<file path="src/rtl/pool_sequencer_pkg.sv">
// Shared definitions for the hashing-pool sequencer: state encodings and nonce width.
// Latency: n/a (types and constants only).
// Backpressure: n/a.
package pool_sequencer_pkg;

   localparam int NONCE_W = 32;

   typedef enum logic [2:0] {
      ST_IDLE      = 3'd0,
      ST_PRIME     = 3'd1,
      ST_RUN       = 3'd2,
      ST_FOUND     = 3'd3,
      ST_EXHAUSTED = 3'd4
   } seq_state_t;

endpackage

</file>
<file path="src/rtl/pool_sequencer_priority_enc.sv">
// Lowest-index priority encoder over the per-core success flags.
// Latency: combinational.
// Backpressure: none.
// Ports: req (one flag per core) -> idx (lowest set index, 0 if none), any (some flag set).
module pool_priority_enc #(
   parameter int POOL_SIZE      = 2,
   parameter int POOL_SIZE_LOG2 = 1
) (
   input  logic [POOL_SIZE-1:0]      req,
   output logic [POOL_SIZE_LOG2-1:0] idx,
   output logic                      any
);

   // Scan from the top down so the lowest set bit is the last one written.
   always_comb begin
      idx = '0;
      any = 1'b0;
      for (int i = POOL_SIZE - 1; i >= 0; i--) begin
         if (req[i]) begin
            idx = POOL_SIZE_LOG2'(i);
            any = 1'b1;
         end
      end
   end

endmodule

</file>
<file path="src/rtl/pool_sequencer.sv">
// Sequences the lockstep hashing pool: job load, per-attempt round stepping, nonce striding, winner latch.
// Latency: job_load_in at t -> pool_clear_out t+1 -> round 0 t+2 -> strobe t+1+HASH_CYCLES -> ready t+2+HASH_CYCLES.
// Backpressure: none; halt_in abandons work immediately, job_load_in restarts from any state.
// Ports: clk_in/reset_n_in (sync active-low); job_load_in+nonce_start_in start a job; halt_in forces IDLE;
//        core_success_in sampled only on the strobe cycle; pool_* drive the core array; winner_*/ready_out,
//        exhausted_out, busy_out report status; status_led_n_out is the active-low heartbeat LED.
// Optional build macro SEQ_STATUS_LED_EN enables the heartbeat divider; otherwise the LED is held off.
module pool_sequencer
   import pool_sequencer_pkg::*;
#(
   parameter int POOL_SIZE      = 2,
   parameter int POOL_SIZE_LOG2 = 1,
   parameter int HASH_CYCLES    = 64,
   parameter int ROUND_W        = 6,
   parameter int LED_DIV        = 22
) (
   input  logic                      clk_in,
   input  logic                      reset_n_in,
   input  logic                      job_load_in,
   input  logic [NONCE_W-1:0]        nonce_start_in,
   input  logic                      halt_in,
   input  logic [POOL_SIZE-1:0]      core_success_in,
   output logic                      pool_clear_out,
   output logic [ROUND_W-1:0]        pool_round_out,
   output logic                      pool_strobe_out,
   output logic [NONCE_W-1:0]        nonce_base_out,
   output logic [POOL_SIZE_LOG2-1:0] winner_idx_out,
   output logic [NONCE_W-1:0]        winner_nonce_out,
   output logic                      ready_out,
   output logic                      exhausted_out,
   output logic                      busy_out,
   output logic                      status_led_n_out
);

   localparam int                 SUM_W      = NONCE_W + 1;
   localparam logic [ROUND_W-1:0] LAST_ROUND = ROUND_W'(HASH_CYCLES - 1);

   seq_state_t                state, state_nxt;
   logic [ROUND_W-1:0]        round_nxt;
   logic [NONCE_W-1:0]        base_nxt;
   logic [NONCE_W-1:0]        wnonce_nxt;
   logic [POOL_SIZE_LOG2-1:0] widx_nxt;
   logic [POOL_SIZE_LOG2-1:0] hit_idx;
   logic                      hit_any;
   logic [SUM_W-1:0]          base_sum;

   pool_priority_enc #(
      .POOL_SIZE      (POOL_SIZE),
      .POOL_SIZE_LOG2 (POOL_SIZE_LOG2)
   ) u_enc (
      .req (core_success_in),
      .idx (hit_idx),
      .any (hit_any)
   );

   // Carry out of the 33-bit sum means the next stride would wrap the nonce space.
   assign base_sum = {1'b0, nonce_base_out} + SUM_W'(POOL_SIZE);

   always_comb begin
      state_nxt  = state;
      round_nxt  = pool_round_out;
      base_nxt   = nonce_base_out;
      widx_nxt   = winner_idx_out;
      wnonce_nxt = winner_nonce_out;
      if (halt_in) begin
         state_nxt = ST_IDLE;
         round_nxt = '0;
      end else if (job_load_in) begin
         state_nxt = ST_PRIME;
         round_nxt = '0;
         base_nxt  = nonce_start_in;
      end else begin
         unique case (state)
            ST_PRIME: begin
               state_nxt = ST_RUN;
               round_nxt = '0;
            end
            ST_RUN: begin
               // The registered strobe marks the last round of the attempt.
               if (pool_strobe_out) begin
                  round_nxt = '0;
                  if (hit_any) begin
                     state_nxt  = ST_FOUND;
                     widx_nxt   = hit_idx;
                     wnonce_nxt = nonce_base_out + NONCE_W'(hit_idx);
                  end else if (base_sum[NONCE_W]) begin
                     state_nxt = ST_EXHAUSTED;
                  end else begin
                     base_nxt = base_sum[NONCE_W-1:0];
                  end
               end else begin
                  round_nxt = pool_round_out + ROUND_W'(1);
               end
            end
            default: round_nxt = '0;
         endcase
      end
   end

   // Status outputs are registered decodes of the next state so they line up with it.
   always_ff @(posedge clk_in) begin
      if (!reset_n_in) begin
         state            <= ST_IDLE;
         pool_clear_out   <= 1'b0;
         pool_round_out   <= '0;
         pool_strobe_out  <= 1'b0;
         nonce_base_out   <= '0;
         winner_idx_out   <= '0;
         winner_nonce_out <= '0;
         ready_out        <= 1'b0;
         exhausted_out    <= 1'b0;
         busy_out         <= 1'b0;
      end else begin
         state            <= state_nxt;
         pool_clear_out   <= (state_nxt == ST_PRIME);
         pool_round_out   <= round_nxt;
         pool_strobe_out  <= (state_nxt == ST_RUN) && (round_nxt == LAST_ROUND);
         nonce_base_out   <= base_nxt;
         winner_idx_out   <= widx_nxt;
         winner_nonce_out <= wnonce_nxt;
         ready_out        <= (state_nxt == ST_FOUND);
         exhausted_out    <= (state_nxt == ST_EXHAUSTED);
         busy_out         <= (state_nxt == ST_PRIME) || (state_nxt == ST_RUN);
      end
   end

`ifdef SEQ_STATUS_LED_EN
   logic [LED_DIV-1:0] led_cnt;
   logic               led_phase, led_phase_nxt, led_n_nxt;

   // Phase flips each time the free-running divider wraps; it only reaches the pin in RUN.
   always_comb begin
      led_phase_nxt = led_phase ^ (&led_cnt);
      led_n_nxt     = 1'b1;
      case (state_nxt)
         ST_RUN:   led_n_nxt = led_phase_nxt;
         ST_FOUND: led_n_nxt = 1'b0;
         default:  led_n_nxt = 1'b1;
      endcase
   end

   always_ff @(posedge clk_in) begin
      if (!reset_n_in) begin
         led_cnt          <= '0;
         led_phase        <= 1'b0;
         status_led_n_out <= 1'b1;
      end else begin
         led_cnt          <= led_cnt + LED_DIV'(1);
         led_phase        <= led_phase_nxt;
         status_led_n_out <= led_n_nxt;
      end
   end
`else
   // Heartbeat not built: LED held off. LED_DIV only sizes the divider of the enabled build.
   assign status_led_n_out = 1'b1 | (LED_DIV == 0);
`endif

endmodule

</file>
<file path="config.mk">
export PLATFORM = sky130hd
export DESIGN_NAME = pool_sequencer
export DESIGN_NICKNAME = d
export VERILOG_FILES = /design/src/rtl/pool_sequencer_pkg.sv /design/src/rtl/pool_sequencer_priority_enc.sv /design/src/rtl/pool_sequencer.sv
export SDC_FILE = /design/constraint.sdc
export NUM_CORES = 1
export LEC_CHECK = 0
export BUFFER_PORTS_ARGS = -buffer_cell sky130_fd_sc_hd__buf_2
export CAP_MARGIN = 20
export CORE_ASPECT_RATIO = 0.8
export CORE_MARGIN = 4
export CORE_UTILIZATION = 54
export CTS_CLUSTER_DIAMETER = 150
export CTS_CLUSTER_SIZE = 20
export DETAILED_ROUTE_END_ITERATION = 6
export MAX_ROUTING_LAYER = met4
export PLACE_DENSITY = 0.81
export SLEW_MARGIN = 5
export SYNTH_ARGS = -nofsm -noshare
export SYNTH_HDL_FRONTEND = slang
export SYNTH_SLANG_ARGS = --single-unit
export TNS_END_PERCENT = 10
</file>
<file path="constraint.sdc">
create_clock -name clk_in -period 2.9 [get_ports clk_in]
set_clock_uncertainty 0.2 [all_clocks]
set_input_delay 0.29 -clock clk_in [delete_from_list [all_inputs] [get_ports clk_in]]
set_output_delay 0.29 -clock clk_in [all_outputs]
set_load 0.1 [all_outputs]
</file>
==> results.sh, run 1 <==
export IMPL_status="completed"
export IMPL_vias_per_cell=6.37
export IMPL_die_h_microns=89.9
export IMPL_drive_above_1_share=0.279
export IMPL_worst_pin_slew_ps=689
export IMPL_cts_tree="done"
export IMPL_synth_edf_count=0
export IMPL_route_detailed_drc=0
export IMPL_grt_overflow=0
export IMPL_p_leak_nw=2.28
export IMPL_first_global_vias=4632
export IMPL_setup_tns_ps=0
export IMPL_design_die_area_sq_um=9920
export IMPL_gp_congestion=1.02
export IMPL_fin_crit_sh=0.879
export IMPL_crit_path_start_kind="register"
export IMPL_instances_no_fill=786
export IMPL_clockBufferDepth=2
export IMPL_firstDrtPassIters=6
export IMPL_synth_flop_cell="dfxtp_1"
export IMPL_grt_pass1_wl_microns=23700
export IMPL_syn_inst=565
export IMPL_fin_crit_ps=2550
export IMPL_post_dp_hpwl_microns=10700
export IMPL_cp_max_fo=30
export IMPL_vias=5005
export IMPL_htree_num_levels=3
export IMPL_die_width_microns=110
export IMPL_antenna_found_initial=0
export IMPL_hold_viol_final=0
export IMPL_hold_class="in2reg"
export IMPL_synth_top_area_cell="dfxtp_1"
export IMPL_post_dp_cell_area_sq_um=5310
export IMPL_stdcell_area_sq_um=5530
export IMPL_drt_iter0_markers=566
export IMPL_antenna_left=0
export IMPL_cts_post_setup_buffers_inserted=0
export IMPL_synth_warnings=0
export IMPL_clk_pin_slew_ps=90
export IMPL_mappedNetlistArea_sq_um=4530
export IMPL_syn_to_final_growth_pct=22.2
export IMPL_vdd_drop_max_mv=0.365
export IMPL_place_ws_ps=369
export IMPL_start_util=0.562
export IMPL_yosys_top_cells_area="dfxtp_1 35%, nor2_1 4.9%, a211oi_1 4.5%, xor2_1 4.4%, a21oi_1 4.0%"
export IMPL_ys_ff_latch=79
export IMPL_grt_max_degree=44
export IMPL_slew_violations=0
export IMPL_cp_end_kind="register"
export IMPL_synthesis_nets=607
export IMPL_track_usage=0.307
export IMPL_num_antenna_cells=0
export IMPL_avgSynthCellArea_sq_um=8.01
export IMPL_critPathKind="reg2reg"
export IMPL_yosysSeqAreaShare=0.349
export IMPL_ys_async_sr_fraction=0
export IMPL_p_per_area_nw_per_um2=452
export IMPL_root_buffer="clkbuf_8"
export IMPL_cts_made_buffers=9
export IMPL_clkLatencyLatePin_ps=370
export IMPL_setup_viol=0
export IMPL_fin_nets=716
export IMPL_ios=115
export IMPL_portBuffers=113
export IMPL_required_ps=2970
export IMPL_synth_most_common_cell="dfxtp_1"
export IMPL_synth_top_area_share=0.349
export IMPL_coreArea_sq_um=8060
export IMPL_synth_cells_most_frequent="79 x dfxtp_1, 59 x nor2_1, 43 x nand2_1"
export IMPL_routedWlPerCell_microns=18.9
export IMPL_maxCapViolCount=0
export IMPL_fin_ws_ps=350
export IMPL_rsz0062_at_grt="false"
export IMPL_rows=29
export IMPL_cts_sinks=79
export IMPL_fmax_mhz=392
export IMPL_arrival_ps=2620
export IMPL_drt_total_wl_microns=14900
export IMPL_hold_worst_slack_ps=77.7
export IMPL_dp_cells=770
export IMPL_yosysUniqueCellTypes=61
export IMPL_relSlewSlack=0.536
[power by group]
part           switching [mW]  total, mW  internal, mW
combinational           0.336      0.453         0.118
clock                   0.425      0.903         0.478
sequential             0.0370       1.15          1.11
total                   0.797       2.50          1.71
[placed cells by master, fill, tap and decap left out, drive strengths merged, types with 20 or more instances in the layout]
| cell type | count |
|---|---|
| buf | 151 |
| nor3 | 22 |
| nand3 | 29 |
| nor2 | 60 |
| nand2 | 44 |
| a211oi | 27 |
| nand4 | 25 |
| dfxtp | 79 |
| xor2 | 23 |
| o21ai | 20 |
| a21oi | 36 |
[area by class of cell]
class / instances / area, sq um
clock buffer: 9 / 124
tap: 108 / 135
multi-input combinational: 425 / 2690
timing repair buffer: 152 / 886
clock inverter: 6 / 86.3
inverter: 7 / 26.3
fill: 684 / 2520
sequential: 79 / 1590
[worst paths after layout]
path	to	startpoint	depth (start not counted)	slack (ps)
worst min register to register	nonce_base_out[0]$_SDFFE_PN0P_	nonce_base_out[0]$_SDFFE_PN0P_	2	290
worst min-delay path	nonce_base_out[16]$_SDFFE_PN0P_	nonce_start_in[16]	3	80
worst max-delay path	nonce_base_out[6]$_SDFFE_PN0P_	nonce_base_out[19]$_SDFFE_PN0P_	6	350
worst max register to register	nonce_base_out[6]$_SDFFE_PN0P_	nonce_base_out[19]$_SDFFE_PN0P_	6	350
[what timing repair did]
action / CTS / global route
hold buffers: 1 / 0
endpoints found under the hold margin: 1 / 0
gates resized for setup: 0 / 0
[per-stage QoR]
stage          utilization  power [mW]
3_3_place_gp         0.660        1.61
6_report             0.687        2.50
3_5_place_dp         0.660        1.61
2_1_floorplan            -        1.49
5_1_grt              0.687        2.57
4_1_cts              0.687        2.50
[flip-flops by register name (all words and copies together), names as in the netlist]
name              flops
busy_out              1
winner_nonce_out     32
nonce_base_out       32
winner_idx_out        1
ready_out             1
exhausted_out         1
pool_round_out        6
state                 3
pool_strobe_out       1
pool_clear_out        1
[routing by layer]
layer | vias up | wire length, microns | track usage
li1 | 2314 | - | -
met3 | 41 | 1800 | 0.0688
met4 | 0 | 354 | 0.0923
met5 | - | 0 | -
met1 | 2290 | 6050 | 0.425
met2 | 360 | 6660 | 0.448
[cell families (layout without fill, tap and decap cells)]
family / Yosys count / after routing / synth area share
and+or+nand+nor: 234 / 234 / 0.278
AOI/OAI and AO/OA: 147 / 147 / 0.226
DFF: 79 / 79 / 0.349
buffers and inverters: 61 / 174 / 0.0583
xor gates and xnor gates: 34 / 34 / 0.0658
muxes: 5 / 5 / 0.0111
adders and majority gates: 4 / 4 / 0.0111
other: 1 / 1 / 0.000828
[critical path, cell delays in order, from the launching register on]
cell	delay [ps]
dfxtp_1	500
nand4_1	320
nor4_4	510
a21o_1	220
buf_12	200
nand2_2	200
a221oi_1	300
(Power assumes the default switching activity.)
==> inputs of run 2 (changes only) <==
--- a/config.mk
+++ b/config.mk
@@ -9,12 +9,13 @@
 export CAP_MARGIN = 20
 export CORE_ASPECT_RATIO = 0.8
 export CORE_MARGIN = 4
-export CORE_UTILIZATION = 54
+export CORE_UTILIZATION = 55
+export CTS_BUF_LIST = sky130_fd_sc_hd__clkbuf_4 sky130_fd_sc_hd__clkbuf_8
 export CTS_CLUSTER_DIAMETER = 150
 export CTS_CLUSTER_SIZE = 20
 export DETAILED_ROUTE_END_ITERATION = 6
 export MAX_ROUTING_LAYER = met4
-export PLACE_DENSITY = 0.81
+export PLACE_DENSITY = 0.82
 export SLEW_MARGIN = 5
 export SYNTH_ARGS = -nofsm -noshare
 export SYNTH_HDL_FRONTEND = slang
==> results.sh, run 2 (same netlist as run 1, synthesis figures left out) <==
export IMPL_clk_pin_slew_ps=90
export IMPL_die_width_microns=109
export IMPL_mostFrequentLayoutCells="113 x buf_2, 74 x dfxtp_1, 59 x nor2_1, 43 x nand2_1, 36 x a21oi_1"
export IMPL_relSlewSlack=0.565
export IMPL_cp_end_kind="register"
export IMPL_p_per_area_nw_per_um2=435
export IMPL_start_util=0.567
export IMPL_cp_num_buf_inv=1
export IMPL_design_die_area_sq_um=9760
export IMPL_p_leak_nw=2.23
export IMPL_combPwrFrac=0.187
export IMPL_post_dp_cell_area_sq_um=5280
export IMPL_cp_top_family="simple AND/OR/NAND/NOR gates"
export IMPL_vias=4887
export IMPL_critPathKind="reg2reg"
export IMPL_fillerInstances=703
export IMPL_route_detailed_drc=0
export IMPL_hold_depth=3
export IMPL_power_mw=2.38
export IMPL_vdd_drop_max_mv=0.246
export IMPL_cts_resized=0
export IMPL_stdcell_area_sq_um=5480
export IMPL_cts_sinks=79
export IMPL_p_clk_frac=0.330
export IMPL_worst_pin_slew_ps=653
export IMPL_crit_path_start_kind="register"
export IMPL_p_switching_mw=0.820
export IMPL_hold_viol_final=0
export IMPL_rows=29
export IMPL_num_antenna_cells=0
export IMPL_grt_max_degree=64
export IMPL_p_sw_frac=0.344
export IMPL_required_ps=2970
export IMPL_grt_overflow=0
export IMPL_routedWlPerCell_microns=19.2
export IMPL_fmax_mhz=390
export IMPL_power_frac_seq=0.484
export IMPL_drive_above_1_share=0.276
export IMPL_post_dp_hpwl_microns=10600
export IMPL_rsz0062_at_grt="false"
export IMPL_hold_class="in2reg"
export IMPL_die_h_microns=89.2
export IMPL_p_int_mw=1.56
export IMPL_cts_tree="done"
export IMPL_r2r_start="nonce_base_out[19]$_SDFFE_PN0P_"
export IMPL_slowest_stage="nor4_4"
export IMPL_reg_top3="nonce_base_out x32, winner_nonce_out x32, pool_round_out x6"
export IMPL_r2r_worst_path_cells=6
export IMPL_fin_crit_sh=0.884
export IMPL_slowest_delay_ps=520
export IMPL_hold_start="nonce_start_in[17]"
export IMPL_cp_cell_sequence="nand4_1 -> nor4_4 -> a21o_1 -> buf_12 -> nand2_2 -> a221oi_1"
export IMPL_drt_total_wl_microns=15000
export IMPL_fin_nets=712
export IMPL_grt_pass1_wl_microns=23500
export IMPL_track_usage=0.322
export IMPL_final_common_cell="buf_2"
export IMPL_antenna_found_initial=0
export IMPL_cts_made_buffers=9
export IMPL_min_to="nonce_base_out[17]$_SDFFE_PN0P_"
export IMPL_first_global_vias=4566
export IMPL_fin_crit_ps=2560
export IMPL_coreArea_sq_um=7980
export IMPL_firstDrtPassIters=5
export IMPL_htree_num_levels=3
export IMPL_cp_max_fo=30
export IMPL_reg2reg_to="nonce_base_out[6]$_SDFFE_PN0P_"
export IMPL_antenna_left=0
export IMPL_status="completed"
export IMPL_gp_congestion=1.03
export IMPL_syn_to_final_growth_pct=20.9
export IMPL_maxCapViolCount=0
export IMPL_setup_reg_to_reg_worst_slack_ps=340
export IMPL_slew_violations=0
export IMPL_portBuffers=113
export IMPL_clkLatencyLatePin_ps=370
export IMPL_drt_iter0_markers=479
export IMPL_ios=115
export IMPL_setup_viol=0
export IMPL_clockBufferDepth=2
export IMPL_arrival_ps=2630
export IMPL_cts_post_setup_buffers_inserted=0
export IMPL_root_buffer="clkbuf_8"
export IMPL_vias_per_cell=6.24
==> run 2: per-stage QoR <==
step | util | worst slack [ps] | hold WS (ps) | std cells | TNS (ps)
after floorplan | - | -39.7 | 226 | 565 | -55.9
after global placement | 0.662 | 436 | 265 | 766 | 0
after detailed placement | 0.662 | 402 | 273 | 766 | 0
after CTS | 0.686 | 384 | 75.8 | 783 | 0
after global routing | 0.686 | 221 | 92.4 | 783 | 0
final | 0.686 | 336 | 78.2 | 783 | 0
==> run 2: power groups by stage <==
stage | logic (mW) | registers, mW | clock network, mW
floorplan | 0.165 | 1.33 | 0
global placement | 0.431 | 1.17 | 0
detailed placement | 0.435 | 1.17 | 0
CTS | 0.439 | 1.15 | 0.791
global route | 0.466 | 1.16 | 0.843
finish | 0.444 | 1.15 | 0.784
==> run 2: final cells by class <==
cell class	count	area, sq um	area share
Sequential cell	79	1590	0.290
Inverter	7	26.3	0.00480
Timing Repair Buffer	148	856	0.156
Clock buffer	10	138	0.0251
Tap cell	108	135	0.0247
Multi-Input combinational cell	425	2690	0.491
Clock inverter	6	45.0	0.00822
==> run 2: routing by layer <==
metal | wire (microns) | global-route usage | vias to the layer above
met4 | 352 | 0.119 | 0
li1 | - | - | 2300
met2 | 6730 | 0.489 | 304
met3 | 1700 | 0.0650 | 36
met5 | 0 | - | -
met1 | 6250 | 0.427 | 2247
==> run 2: tightest hold or removal path, delay by kind of cell <==
family / cells / cell delay [ps]
compound gates: 2 / 210
buf+inv: 1 / 100
==> run 2: worst max-delay path by stage <==
| stage | start | endpoint | slack, ps | depth (start not counted) |
|---|---|---|---|---|
| floorplan | nonce_base_out[0]$_SDFFE_PN0P_ | winner_nonce_out[30]$_SDFFE_PN0P_ | -40 | 7 |
| detailed placement | core_success_in[1] | winner_nonce_out[30]$_SDFFE_PN0P_ | 400 | 10 |
| global route | nonce_base_out[9]$_SDFFE_PN0P_ | nonce_base_out[6]$_SDFFE_PN0P_ | 220 | 6 |
| global placement | nonce_base_out[7]$_SDFFE_PN0P_ | nonce_base_out[28]$_SDFFE_PN0P_ | 440 | 6 |
| finish | nonce_base_out[19]$_SDFFE_PN0P_ | nonce_base_out[6]$_SDFFE_PN0P_ | 340 | 6 |
| CTS | nonce_base_out[19]$_SDFFE_PN0P_ | nonce_base_out[6]$_SDFFE_PN0P_ | 380 | 6 |
==> run 2: what timing repair did <==
action,in CTS,in global routing
endpoints found under the setup margin,0,0
hold endpoints to repair,1,0
hold buffers,1,0
==> inputs of run 3 (changes only) <==
--- a/config.mk
+++ b/config.mk
@@ -14,7 +14,6 @@
 export CTS_CLUSTER_DIAMETER = 150
 export CTS_CLUSTER_SIZE = 20
 export DETAILED_ROUTE_END_ITERATION = 6
-export MAX_ROUTING_LAYER = met4
 export PLACE_DENSITY = 0.82
 export SLEW_MARGIN = 5
 export SYNTH_ARGS = -nofsm -noshare
==> results.sh, run 3 (same netlist as run 1, synthesis figures left out) <==
export IMPL_setup_tns_ps=0
export IMPL_first_global_vias=4544
export IMPL_arrival_ps=2830
export IMPL_post_dp_cell_area_sq_um=5280
export IMPL_worst_pin_slew_ps=912
export IMPL_post_dp_hpwl_microns=10700
export IMPL_design_die_area_sq_um=9760
export IMPL_grt_pass1_wl_microns=23200
export IMPL_status="completed"
export IMPL_coreArea_sq_um=7980
export IMPL_start_util=0.567
export IMPL_mostFrequentLayoutCells="113 x buf_2, 74 x dfxtp_1, 59 x nor2_1, 43 x nand2_1, 36 x a21oi_1"
export IMPL_cts_tree="done"
export IMPL_p_leak_nw=2.26
export IMPL_drive_above_1_share=0.276
export IMPL_clkLatencyLatePin_ps=370
export IMPL_fin_nets=712
export IMPL_num_antenna_cells=0
export IMPL_htree_num_levels=3
export IMPL_maxCapViolCount=0
export IMPL_syn_to_final_growth_pct=22.0
export IMPL_die_h_microns=89.2
export IMPL_routedWlPerCell_microns=18.9
export IMPL_stdcell_area_sq_um=5520
export IMPL_firstDrtPassIters=5
export IMPL_cp_end_kind="register"
export IMPL_portBuffers=113
export IMPL_utilization=0.692
export IMPL_power_mw=2.56
export IMPL_die_width_microns=109
export IMPL_cts_made_buffers=9
export IMPL_crit_path_start_kind="register"
export IMPL_cp_max_fo=12
export IMPL_hold_class="in2reg"
export IMPL_rows=29
export IMPL_ios=115
export IMPL_gr_usage_met3=0.0650
export IMPL_required_ps=2970
export IMPL_fin_crit_sh=0.953
export IMPL_setup_viol=0
export IMPL_fmax_mhz=362
export IMPL_track_usage=0.306
export IMPL_rsz0062_at_grt="false"
export IMPL_final_common_cell="buf_2"
export IMPL_fin_crit_ps=2760
export IMPL_vias=5037
export IMPL_clockBufferDepth=2
export IMPL_clk_pin_slew_ps=90
export IMPL_fin_ws_ps=138
export IMPL_hold_depth=3
export IMPL_antenna_found_initial=0
export IMPL_relSlewSlack=0.392
export IMPL_gp_congestion=0.978
export IMPL_root_buffer="clkbuf_8"
export IMPL_vias_per_cell=6.43
export IMPL_use_met2=0.489
export IMPL_route_detailed_drc=0
export IMPL_drt_iter0_markers=561
export IMPL_hold_viol_final=0
export IMPL_grt_busiest_layer="met2"
export IMPL_antenna_left=0
export IMPL_reg_top3="nonce_base_out x32, winner_nonce_out x32, pool_round_out x6"
export IMPL_p_per_area_nw_per_um2=463
export IMPL_vdd_drop_max_mv=0.280
export IMPL_grt_overflow=0
export IMPL_place_ws_ps=282
export IMPL_cts_sinks=79
export IMPL_slew_violations=0
export IMPL_drt_total_wl_microns=14800
export IMPL_grt_max_degree=64
export IMPL_r2r_worst_path_cells=6
export IMPL_critPathKind="reg2reg"
export IMPL_grtUsageMet1=0.415
==> run 3: cell types whose count changed in the layout (fill, tap and decap cells not counted), sizes merged <==
cell      delta
bufinv       +2
clkinv       -1
clkinvlp     -1
==> run 3: what timing repair did <==
item,CTS,global route
setup buffers,0,0
hold buffers,1,0
setup endpoints to repair,0,0
hold endpoints to repair,1,0
resized for setup,0,0
==> run 3: critical path, cell delays in order (launching register included) <==
cell,delay [ps]
dfxtp_2,450
ha_1,280
nand3_2,210
nor4_4,730
nand3_1,240
o31a_1,300
o32ai_1,240
==> run 3: metrics by stage <==
step           hold WS (ps)  std cells
2_1_floorplan           226        565
3_3_place_gp            265        766
4_1_cts                71.9        783
5_1_grt                77.8        783
3_5_place_dp            274        766
6_report               71.7        783
==> run 3: worst paths after layout <==
kind / from / endpoint / slack, ps
hold / removal: nonce_start_in[16] / nonce_base_out[16]$_SDFFE_PN0P_ / 70
setup / recovery: nonce_base_out[1]$_SDFFE_PN0P_ / nonce_base_out[29]$_SDFFE_PN0P_ / 140
setup reg to reg: nonce_base_out[1]$_SDFFE_PN0P_ / nonce_base_out[29]$_SDFFE_PN0P_ / 140
hold reg to reg: nonce_base_out[0]$_SDFFE_PN0P_ / nonce_base_out[0]$_SDFFE_PN0P_ / 290
==> run 3: area by class of cell <==
type                            count  area [sq um]
Clock buffer                       10           138
Clock inverter                      6          92.6
Fill cell                         689          2460
Inverter                            7          26.3
Multi-Input combinational cell    425          2690
Sequential cell                    79          1590
Tap cell                          108           135
Timing Repair Buffer              148           856
==> run 3: metal layers <==
layer  up-vias  wire (microns)
met4         0             380
met5         -               0
met2       334            6700
li1       2302               -
met1      2348            6070
met3        53            1650
==> run 3: power breakdown <==
part	switching (mW)	leakage [nW]	internal, mW	total, mW
Sequential	0.0391	0.643	1.11	1.15
Combinational	0.333	1.50	0.115	0.448
Clock	0.449	0.109	0.513	0.962
Total	0.821	2.26	1.74	2.56
